==> config.mk <==
export PLATFORM = sky130hd
export DESIGN_NAME = gate_alu_pipe
export DESIGN_NICKNAME = d
export VERILOG_FILES = /design/src/rtl/gate_alu_pipe.sv
export SDC_FILE = /design/constraint.sdc
export NUM_CORES = 1
export LEC_CHECK = 0
export ABC_CLOCK_PERIOD_IN_PS = 1950
export BUFFER_PORTS_ARGS = -buffer_cell sky130_fd_sc_hd__buf_2
export CAP_MARGIN = 0
export CORE_ASPECT_RATIO = 2
export CORE_MARGIN = 2
export CORE_UTILIZATION = 26
export CTS_CLUSTER_DIAMETER = 120
export DETAILED_ROUTE_END_ITERATION = 8
export PLACE_DENSITY = 0.44
export SLEW_MARGIN = 20
export SYNTH_ARGS = -nofsm -noshare
export SYNTH_HDL_FRONTEND = slang
export SYNTH_SLANG_ARGS = --single-unit
==> constraint.sdc <==
create_clock -name clk -period 1.95 [get_ports clk]
set_clock_uncertainty 0.15 [all_clocks]
set_input_delay 0.195 -clock clk [delete_from_list [all_inputs] [get_ports clk]]
set_output_delay 0.195 -clock clk [all_outputs]
set_load 0.01 [all_outputs]
==> src/rtl/gate_alu_pipe.sv <==
// Gate ALU with valid/ready handshakes: bitwise mode, one result per beat;
// reduce mode, one result per REDUCE_LEN beats.
// Ports:
//   clk, rst (sync, active-high)
//   in_valid/in_ready, mode, op[2:0], x, y
//   out_valid/out_ready, z
//   busy (state != S_IDLE)
module gate_alu_pipe #(
  parameter int WIDTH      = 8,
  parameter int REDUCE_LEN = 4
) (
  input  logic             clk,
  input  logic             rst,
  input  logic             in_valid,
  output logic             in_ready,
  input  logic             mode,
  input  logic [2:0]       op,
  input  logic [WIDTH-1:0] x,
  input  logic [WIDTH-1:0] y,
  output logic             out_valid,
  input  logic             out_ready,
  output logic [WIDTH-1:0] z,
  output logic             busy
);

  localparam int CW = $clog2(REDUCE_LEN + 1);

  typedef enum logic [1:0] {
    S_IDLE,
    S_ACC,
    S_OUT
  } state_t;

  state_t           state, state_n;
  logic [WIDTH-1:0] acc, acc_n;
  logic [CW-1:0]    cnt, cnt_n;
  logic [WIDTH-1:0] z_n;
  logic             ov_n;
  logic [2:0]       op_q, op_n;
  logic             accept;
  logic             consume;

  function automatic logic [WIDTH-1:0] f_op(
    input logic [2:0]       o,
    input logic [WIDTH-1:0] a,
    input logic [WIDTH-1:0] b
  );
    logic [WIDTH-1:0] r;
    r = a;
    unique case (o)
      3'b000: r = a & b;
      3'b001: r = ~(a & b);
      3'b010: r = a | b;
      3'b011: r = ~(a | b);
      3'b100: r = a ^ b;
      3'b101: r = ~(a ^ b);
      3'b110: r = ~a;
      3'b111: r = a;
      default: r = a;
    endcase
    return r;
  endfunction

  assign in_ready = !rst && (!out_valid || out_ready);
  assign accept   = in_valid && in_ready;
  assign consume  = out_valid && out_ready;
  assign busy     = (state != S_IDLE);

  always_comb begin
    state_n = state;
    acc_n   = acc;
    cnt_n   = cnt;
    z_n     = z;
    ov_n    = out_valid;
    op_n    = op_q;
    if (consume) ov_n = 1'b0;
    unique case (state)
      S_IDLE, S_OUT: begin
        if (accept) begin
          if (!mode) begin
            z_n     = f_op(op, x, y);
            ov_n    = 1'b1;
            state_n = S_OUT;
          end else begin
            // op is latched so later beats of the group ignore it
            op_n    = op;
            acc_n   = f_op(op, x, y);
            cnt_n   = CW'(1);
            state_n = S_ACC;
          end
        end else if (consume) begin
          state_n = S_IDLE;
        end
      end
      S_ACC: begin
        if (accept) begin
          acc_n = f_op(op_q, acc, x);
          if (cnt == CW'(REDUCE_LEN - 1)) begin
            z_n     = acc_n;
            ov_n    = 1'b1;
            cnt_n   = '0;
            state_n = S_OUT;
          end else begin
            cnt_n = cnt + CW'(1);
          end
        end
      end
      default: state_n = S_IDLE;
    endcase
  end

  always_ff @(posedge clk) begin
    if (rst) begin
      state     <= S_IDLE;
      acc       <= '0;
      cnt       <= '0;
      z         <= '0;
      out_valid <= 1'b0;
      op_q      <= '0;
    end else begin
      state     <= state_n;
      acc       <= acc_n;
      cnt       <= cnt_n;
      z         <= z_n;
      out_valid <= ov_n;
      op_q      <= op_n;
    end
  end

endmodule

==> run metrics, run 1 <==
status complete, no violations; layout cell share with drive strength beyond 1 0.2092; RSZ-0062 raised after global routing false; Pleak around 1.3 nW; Max Buffers Root-to-Sink 2; # port buffers 34; core footprint 9259 um^2; reg2reg path depth 4; DP Worst Slack ~0.12 ns; slew at the pin closest to its max-slew limit 0.4457 ns; critical path endpoint category register; htree depth 1; Worst EP required 1.95 ns; FP Rows 50; final setup vio count 0; Seq/Total Area, Yosys 0.2037; final slew viol count 0; min-delay worst type primary input to register; Post-Syn Nets 330; clock share of power 0.322; largest net degree at the start of global routing 23; Final HPWL DP 5.114 mm; drt via density about 5; type of origin of the critical path register; setup ws final about 0.15 ns; die area 10290 um^2; max_cap viols 0; Power Total between 1 and 1.5 mW; Mapped Cells roughly 270; sequential power share 0.398; Die Span Y 141.5 um; max_slew headroom 0.7027; TritonCTS Buffers 3; Initial Utilization 0.2654; switching share of total power 0.3124; min cycle time layout 1.803 ns; Synth Warn # 0; gr usage total 0.1276; initial antenna violation count 0; Final Non-Filler Cells between 400 and 500; RD Place Congestion 0.7513; Final ANT Viol Nets 0; CP Max Fanout 9; Synth cell types between 40 and 50; via count between 2000 and 2500; period utilization 0.9244; later-pin clock latency in the skew report about 0.27 ns; Hold Path Sink op_q[0]; Reg2Reg Setup Slack 0.15 ns; Fin. Hold Viols 0; number of global-route vias before repair 1971; io pins 35; ant diodes 0; Comb pwr share 0.280; Final Routed Wirelength 6.308 mm; die width between 70 and 80 um; cell-internal power 1.018 mW; WL/cell between 15 and 20 um; total negative slack 0 ns; worst path arrival time around 1.8 ns; drt drc 0; syn_area_per_cell roughly 9 um^2; fmax 0.5547 GHz; hold path cells 3; drt pass-1 iters 6; Min-Delay Startpoint op[0]; area grow syn2layout 15.22%; Synth Register Bits 25; Reg-to-Reg Start state[1]; GRT overflow 0; power per cell area roughly 520 nW/um^2; DR iter-0 viols 52; clock input transition at the sequential cells of the worst setup and hold paths roughly 0.07 ns; maximum VDD drop around 0.26 mV; Root Buffer Master clkbuf_16; Post-CTS Setup Inserts 0; CTS tree yes; Sw Pwr roughly 0.46 mW; placed insts 406; clk sink count 25; Critical R2R Capture acc[6]; Final nets approximately 360; Mapped Area around 2500 um^2; path type of the worst setup path register to register; Util after Layout 0.3058; first-pass GRT wire length between 10 and 15 mm
## final cells by class
| cell class | count | area (um^2) |
|---|---|---|
| timing repair buffer | 48 | 300.3 |
| tap | 104 | 130.1 |
| clock buffer | 4 | 78.83 |
| multi-input combinational | 203 | 1723 |
| inverter | 26 | 97.59 |
| fill | 981 | 6427 |
| sequential | 25 | 501.7 |
## power groups by stage
stage | sequential (mW) | combinational (mW) | clock (mW)
after detailed placement | 0.602 | 0.424 | 0
after CTS | 0.590 | 0.426 | 0.490
after global routing | 0.596 | 0.469 | 0.504
final | 0.589 | 0.414 | 0.476
after global placement | 0.600 | 0.413 | 0
after floorplan | 0.591 | 0.295 | 0
## how the worst max path moves through the flow
stage,slack [ns],depth (start not counted),startpoint,to
finish,0.15,4,state[1],acc[6]
global route,0.004,4,state[1],acc[5]
CTS,0.11,4,state[1],acc[6]
detailed placement,0.12,4,state[1],acc[6]
global placement,0.19,4,state[1],acc[4]
floorplan,0.41,6,cnt[0],z[6]
## flip-flops by register name (all words and copies together) (netlist names)
signal     cells
cnt            3
out_valid      1
op_q           3
z              8
state          2
acc            8
## timing repair
item,4_1_cts,5_1_grt
setup endpoints to repair,0,1
hold buffers,0,0
resized for setup,0,1
## cells in the mapped netlist, drive strengths merged
| master | n | share of area |
|---|---|---|
| a21o | 1 | 0.0031 |
| a21oi | 6 | 0.014 |
| and2 | 1 | 0.0025 |
| and3 | 1 | 0.0025 |
| and4b | 1 | 0.0041 |
| and4bb | 1 | 0.0066 |
| buf | 13 | 0.046 |
| clkbuf | 6 | 0.0092 |
| dfxtp | 25 | 0.20 |
| ha | 33 | 0.17 |
| inv | 26 | 0.040 |
| mux2i | 48 | 0.20 |
| nand2 | 11 | 0.017 |
| nand2b | 2 | 0.0081 |
| nand3 | 37 | 0.075 |
| nand3b | 1 | 0.0031 |
| nor2 | 7 | 0.011 |
| nor2b | 5 | 0.016 |
| nor3 | 1 | 0.0020 |
| nor4b | 1 | 0.0097 |
| nor4bb | 2 | 0.0081 |
| o2111a | 1 | 0.0051 |
| o2111ai | 10 | 0.045 |
| o211a | 1 | 0.0041 |
| o21ai | 5 | 0.010 |
| o311ai | 1 | 0.0036 |
| o31ai | 16 | 0.053 |
| or2 | 1 | 0.0025 |
| or3b | 8 | 0.029 |
| or4 | 1 | 0.0031 |
## per-layer routing
layer / GRT usage / up-vias / wire length (um) / part of all wire
met3: 0.01278 / 5 / 146 / 0.023
met2: 0.2455 / 29 / 3585 / 0.57
met1: 0.1387 / 976 / 2478 / 0.39
met5: 0 / - / 0 / 0
met4: 0.04386 / 0 / 97 / 0.015
li1: - / 1056 / - / -
## logic make-up after synthesis
kind of cell               Yosys count  share of synthesized area
buffers and inverters               45                    0.09521
and+or+nand+nor                     81                     0.1996
DFF                                 25                     0.2037
muxes                               48                     0.1955
AOI/OAI and AO/OA                   41                     0.1380
adders and majority gates           33                     0.1680
## per-stage QoR
| stage | instance area, um^2 | hold slack [ns] |
|---|---|---|
| floorplan | 2457 | 0.1927 |
| global placement | 2751 | 0.3125 |
| detailed placement | 2751 | 0.3081 |
| CTS | 2830 | 0.07053 |
| global route | 2831 | 0.08855 |
| finish | 2831 | 0.07182 |
## worst max-delay path, cell delays in order, from the launching register on
cell,delay [ns]
dfxtp_1,0.54
nand2b_4,0.21
nand3b_1,0.28
o2111ai_1,0.39
o31ai_1,0.11
## layout by cell type, fill, tap and decap left out, types with 3 or more instances in the layout
cell type | synthesis | routed
dfxtp_1 | 25 | 24
nand2_1 | 11 | 11
nor2_1 | 7 | 7
a21oi_1 | 5 | 5
or3b_1 | 8 | 8
mux2i_1 | 48 | 48
ha_1 | 33 | 33
clkbuf_16 | 0 | 3
nor2b_1 | 4 | 4
nand3_1 | 37 | 37
o31ai_1 | 14 | 14
o21ai_0 | 4 | 4
buf_2 | 4 | 34
inv_1 | 25 | 25
o2111ai_1 | 8 | 8
buf_4 | 1 | 12
No activity file was read; power rests on OpenSTA's default activity.
==> run 2, diff against run 1 <==
--- a/config.mk
+++ b/config.mk
@@ -10,3 +10,3 @@
 export CAP_MARGIN = 0
-export CORE_ASPECT_RATIO = 2
+export CORE_ASPECT_RATIO = 1.1
 export CORE_MARGIN = 2
@@ -15,2 +15,3 @@
 export DETAILED_ROUTE_END_ITERATION = 8
+export HOLD_SLACK_MARGIN = 0.12
 export PLACE_DENSITY = 0.44
==> constraint.sdc (replaced) <==
create_clock -name clk -period 1.95 [get_ports clk]
set_clock_uncertainty 0.15 [all_clocks]
set_input_delay 0.4875 -clock clk [delete_from_list [all_inputs] [get_ports clk]]
set_output_delay 0.4875 -clock clk [all_outputs]
set_load 0.01 [all_outputs]
==> run 2 against run 1 <==
  * First-iteration DRC count up 62%
  * Via count is 0.73% higher
  * Sequential power decreased by 0.8%
  * Register-to-register slack improved by 0.10 ns
  * Die area is 0.45% lower
  * Power decreased by 9.1%
  * Critical path depth is 1 lower
  * Critical path type is now register to output pin
  * Largest power group unchanged
==> run metrics, run 2 (same netlist as run 1, synthesis figures left out) <==
maximum VDD drop 0.2233 mV (-15%); max_slew headroom 0.5685 (-0.1341); drt drc 0 (unchanged); largest net degree at the start of global routing 24 (+4.3%); FILL cells 1002 (+2.1%); Min-Delay Startpoint cnt[1]; DR iter-0 viols 84 (+62%); Fin. Hold Viols 0 (unchanged); via count 2081 (+0.73%); core footprint 9259 um^2 (unchanged); Hold Path Sink cnt[1]; Root Buffer Master clkbuf_8; drt pass-1 iters 4 (-2); Cell Chain, Critical Path buf_4 > or2_2 > buf_2; # port buffers 34 (unchanged); layout cell share with drive strength beyond 1 0.2276 (+0.01841); drt via density 4.851 (-3.7%); CP peak stage delay 0.37 ns (-0.17 ns); hold path cells 2 (-1); power per cell area 466.4 nW/um^2 (-11%); CTS tree yes; Die Span Y 106.0 um (-25%); initial antenna violation count 0 (unchanged); Critical R2R Capture op_q[1]; DR WL met3 197 um (+35%); final setup vio count 0 (unchanged); RSZ-0062 raised after global routing false; die width 96.70 um (+33%); multi-input combinational cell area 1723 um^2 (unchanged); Worst EP required 1.31 ns (-0.64 ns); clock input transition at the sequential cells of the worst setup and hold paths 0.09 ns (+0.02 ns); type of origin of the critical path register; worst path arrival time 1.23 ns (-0.57 ns); number of global-route vias before repair 2079 (+5.5%); first-pass GRT wire length 10.58 mm (+5.1%); ant diodes 0 (unchanged); Reg-to-Reg Start state[1]; gr usage total 0.1265 (-0.001147); wl on met1 2.890 mm (+17%); Post-CTS Hold Fix Bufs 0 (unchanged); die area 10250 um^2 (-0.45%); io pins 35 (unchanged); Largest regs acc (8), z (8); FF/Latch Area 503.0 um^2 (+0.25%); status complete, no violations; commonest non-fill, non-tap cell in the layout mux2i_1; htree depth 1 (unchanged); reg2reg path depth 6 (+2); critical path endpoint category output pin; DR top layer met4; area grow syn2layout 17.41%; WL/cell 14.36 um (-6.7%); most frequent cells in the layout mux2i_1, nand3_1, buf_2, ha_1, inv_1; min cycle time layout 1.863 ns (+0.06040 ns); slew at the pin closest to its max-slew limit 0.6448 ns (+0.1991 ns); GRT overflow 0 (unchanged); later-pin clock latency in the skew report 0.27 ns (about the same); CP max-delay cell dfxtp_2; max_cap viols 0 (unchanged); Post-CTS Setup Inserts 0 (unchanged); Reg2Reg Setup Slack 0.25 ns (+0.10 ns); FP Rows 37 (-26%); Final ANT Viol Nets 0 (unchanged); Final Routed Wirelength 6.161 mm (-2.3%); Final nets 370 (+1.6%); fmax 0.5368 GHz (-3.2%); total negative slack 0 ns (unchanged); Met2 Wirelength 3.017 mm (-16%); Final HPWL DP 4.640 mm (-9.3%); RD Place Congestion 0.7604 (+1.2%); clk sink count 25 (unchanged); period utilization 0.9554 (+0.03097); CP Max Fanout 6 (-3); path type of the worst setup path register to output pin; min-delay worst type register to register; Power Total 1.346 mW (-9.1%); Max Buffers Root-to-Sink 2 (unchanged); final slew viol count 0 (unchanged); TritonCTS Buffers 3 (unchanged); Pleak 1.377 nW (+2.3%); Initial Utilization 0.2654 (unchanged)
## run 2: cell count changes in the layout (fill, tap and decap cells not counted), sizes merged
cell	delta
buf	+6
## run 2: critical path, delay by kind of cell (launching register included)
family / cells / cell delay, ns
AND/OR/NAND/NOR: 1 / 0.29
buffers and inverters: 2 / 0.30
flip-flops: 1 / 0.37
## run 2: report_power, final
group	switching, mW	leakage, nW	total, mW	internal [mW]
Sequential	0.0346	0.205	0.584	0.549
Clock	0.181	0.0228	0.327	0.147
Combinational	0.235	1.15	0.435	0.200
## run 2: worst max path at each step
stage | cells past startpoint | slack (ns) | endpoint | from
floorplan | 6 | 0.26 | z[5] | op[2]
detailed placement | 7 | 0.04 | z[5] | x[5]
global route | 3 | 0.05 | busy | state[1]
global placement | 6 | 0.05 | z[4] | x[4]
CTS | 3 | 0.03 | busy | state[1]
finish | 3 | 0.09 | busy | state[1]
## run 2: timing repair
| action | 4_1_cts | 5_1_grt |
|---|---|---|
| setup endpoints to repair | 0 | 1 |
| endpoints found under the hold margin | 0 | 0 |
| resized for setup | 0 | 2 |
## run 2: final cells by class
class                      instances  share of cell area
multi-input combinational        203              0.5971
inverter                          26             0.03382
tap                              117             0.05074
timing repair buffer              54              0.1284
clock buffer                       4             0.01561
sequential                        25              0.1743
## run 2: metrics by stage
step	hold WS [ns]	cell area, um^2	utilization	worst slack [ns]	instances
floorplan	0.2856	2457	-	0.2558	273
global placement	0.3035	2838	0.3065	0.04938	425
detailed placement	0.2994	2838	0.3065	0.03882	425
CTS	0.3134	2883	0.3114	0.03117	429
global route	0.3373	2885	0.3116	0.04707	429
finish	0.3099	2885	0.3116	0.08696	429
## run 2: metal layers
layer,up-vias,GRT usage
met3,5,0.01446
met2,29,0.2237
met5,-,0
met1,978,0.1655
li1,1069,-
met4,0,0.02817
==> run 3, diff against run 2 <==
Settings changed: HOLD_SLACK_MARGIN 0.12 to unset, SETUP_SLACK_MARGIN set to 0.15.
==> run 3 against run 2 <==
  * Via count grew 1.8%
  * Routed wire length grew 1.2%
  * Sequential cell count is the same
  * Utilization grew 0.73 points
  * Non-clock buffer count grew 5
  * Power grew 1.7%
  * Final cell count grew 1.2%
  * Register-to-register slack is essentially flat
  * First-iteration DRC count shrank 13%
  * Die area is the same
  * Sequential power shrank 0.7%
==> run metrics, run 3 (same netlist as run 1, synthesis figures left out) <==
Final ANT Viol Nets 0 (unchanged); Fin. Hold Viols 0 (unchanged); commonest non-fill, non-tap cell in the layout mux2i_1; htree depth 1 (unchanged); io pins 35 (unchanged); reg2reg path depth 7 (+1); number of global-route vias before repair 2098 (+0.91%); area grow syn2layout 20.16%; core footprint 9259 um^2 (unchanged); RD Place Congestion 0.7604 (unchanged); via count 2119 (+1.8%); power per cell area 463.5 nW/um^2 (-0.63%); total negative slack 0 ns (unchanged); CP Max Fanout 4 (-2); slew at the pin closest to its max-slew limit 0.6524 ns (+0.007552 ns); Initial Utilization 0.2654 (unchanged); critical path endpoint category output pin; drt pass-1 iters 4 (unchanged); Sw Pwr 0.4585 mW (+1.9%); hold path cells 2 (unchanged); worst path arrival time 1.13 ns (-0.10 ns); DR iter-0 viols 73 (-13%); Post-DP Area 2838 um^2 (unchanged); switching share of total power 0.3350 (+0.0007805); placed insts 425 (unchanged); status complete, no violations; max_cap viols 0 (unchanged); final slew viol count 0 (unchanged); die area 10250 um^2 (unchanged); Final HPWL DP 4.640 mm (unchanged); later-pin clock latency in the skew report 0.28 ns (about the same); clock input transition at the sequential cells of the worst setup and hold paths 0.10 ns (about the same); Max Buffers Root-to-Sink 2 (unchanged); grt met3 use 0.01446 (unchanged); Most Crowded Layer GR met2; period utilization 0.9064 (-0.04900); most frequent cells in the layout mux2i_1, nand3_1, ha_1, buf_2, inv_1; final instance area 2953 um^2 (+2.3%); Comb pwr share 0.333 (+0.010); layout cell share with drive strength beyond 1 0.2492 (+0.02165); drt via density 4.882 (+0.65%); sequential power share 0.424 (-0.010); min-delay worst type register to register; Final nets 375 (+1.4%); initial antenna violation count 0 (unchanged); Die Span Y 106.0 um (unchanged); cell-internal power 0.9102 mW (+1.6%); FILL cells 996 (-0.60%); drt drc 0 (unchanged); RSZ-0062 raised after global routing false; final setup vio count 0 (unchanged); Post-CTS Hold Fix Bufs 0 (unchanged); first-pass GRT wire length 10.63 mm (+0.45%); max_slew headroom 0.5635 (-0.005054); Largest regs acc (8), z (8); min cycle time layout 1.767 ns (-0.09556 ns); fmax 0.5658 GHz (+5.4%); CTS tree yes; GRT overflow 0 (unchanged); Final Routed Wirelength 6.233 mm (+1.2%); # port buffers 34 (unchanged); largest net degree at the start of global routing 24 (unchanged); WL/cell 14.36 um (about the same); GRT met2 Usage 0.2252 (+0.001488); Root Buffer Master clkbuf_8; ant diodes 0 (unchanged); maximum VDD drop 0.2300 mV (+3.0%); type of origin of the critical path register; met1 GRT Util 0.1655 (unchanged); clock share of power 0.243 (about the same); FP Rows 37 (unchanged); TritonCTS Buffers 3 (unchanged); Power Total 1.369 mW (+1.7%); Pleak 1.407 nW (+2.2%); die width 96.70 um (unchanged); Final Non-Filler Cells 434 (+1.2%); path type of the worst setup path register to output pin; clk sink count 25 (unchanged); Worst EP required 1.31 ns (about the same); gr usage total 0.1269 (+0.0004164)
-- run 3: per-stage QoR --
step | worst slack (ns) | hold WS (ns) | utilization
floorplan | 0.2558 | 0.2856 | -
global placement | 0.04938 | 0.3035 | 0.3065
detailed placement | 0.03882 | 0.2994 | 0.3065
CTS | 0.1770 | 0.3134 | 0.3147
global route | 0.1547 | 0.3373 | 0.3189
finish | 0.1825 | 0.3110 | 0.3189
-- run 3: worst max-delay path, stage by stage, from the launching register on --
cell and delay, ns:
dfxtp_4 0.35, buf_4 0.14, or2_4 0.24, buf_6 0.12
-- run 3: worst paths after layout --
| kind | from | endpoint | slack, ns |
|---|---|---|---|
| max | state[1] | busy | 0.18 |
| min | cnt[1] | cnt[1] | 0.31 |
| max reg2reg | state[0] | state[0] | 0.26 |
| min reg2reg | cnt[1] | cnt[1] | 0.31 |
-- run 3: power by group through the flow --
stage / combinational [mW] / sequential [mW] / clock (mW)
after floorplan: 0.295 / 0.591 / 0
after global placement: 0.436 / 0.596 / 0
after detailed placement: 0.443 / 0.596 / 0
after CTS: 0.456 / 0.579 / 0.337
after global routing: 0.519 / 0.586 / 0.356
final: 0.456 / 0.580 / 0.332
-- run 3: metal layers --
layer | vias to the layer above | wire (um) | share of wire
met4 | 0 | 24 | 0.0039
met1 | 1005 | 2973 | 0.48
li1 | 1079 | - | -
met5 | - | 0 | 0
met3 | 3 | 202 | 0.032
met2 | 32 | 3032 | 0.49
-- run 3: repair_timing --
action                     CTS  global route
resized for setup            6             3
pin swaps                    0             1
setup endpoints to repair    1            15
buffers inserted             2             3
-- run 3: final cells by class --
cell class,instances,area (um^2),area share
repair buffers,59,426.7,0.1445
inverters,26,97.59,0.03305
clock buffers,4,45.04,0.01525
well taps,117,146.4,0.04958
multi-input cells,203,1725,0.5843
flip-flops and latches,25,511.7,0.1733
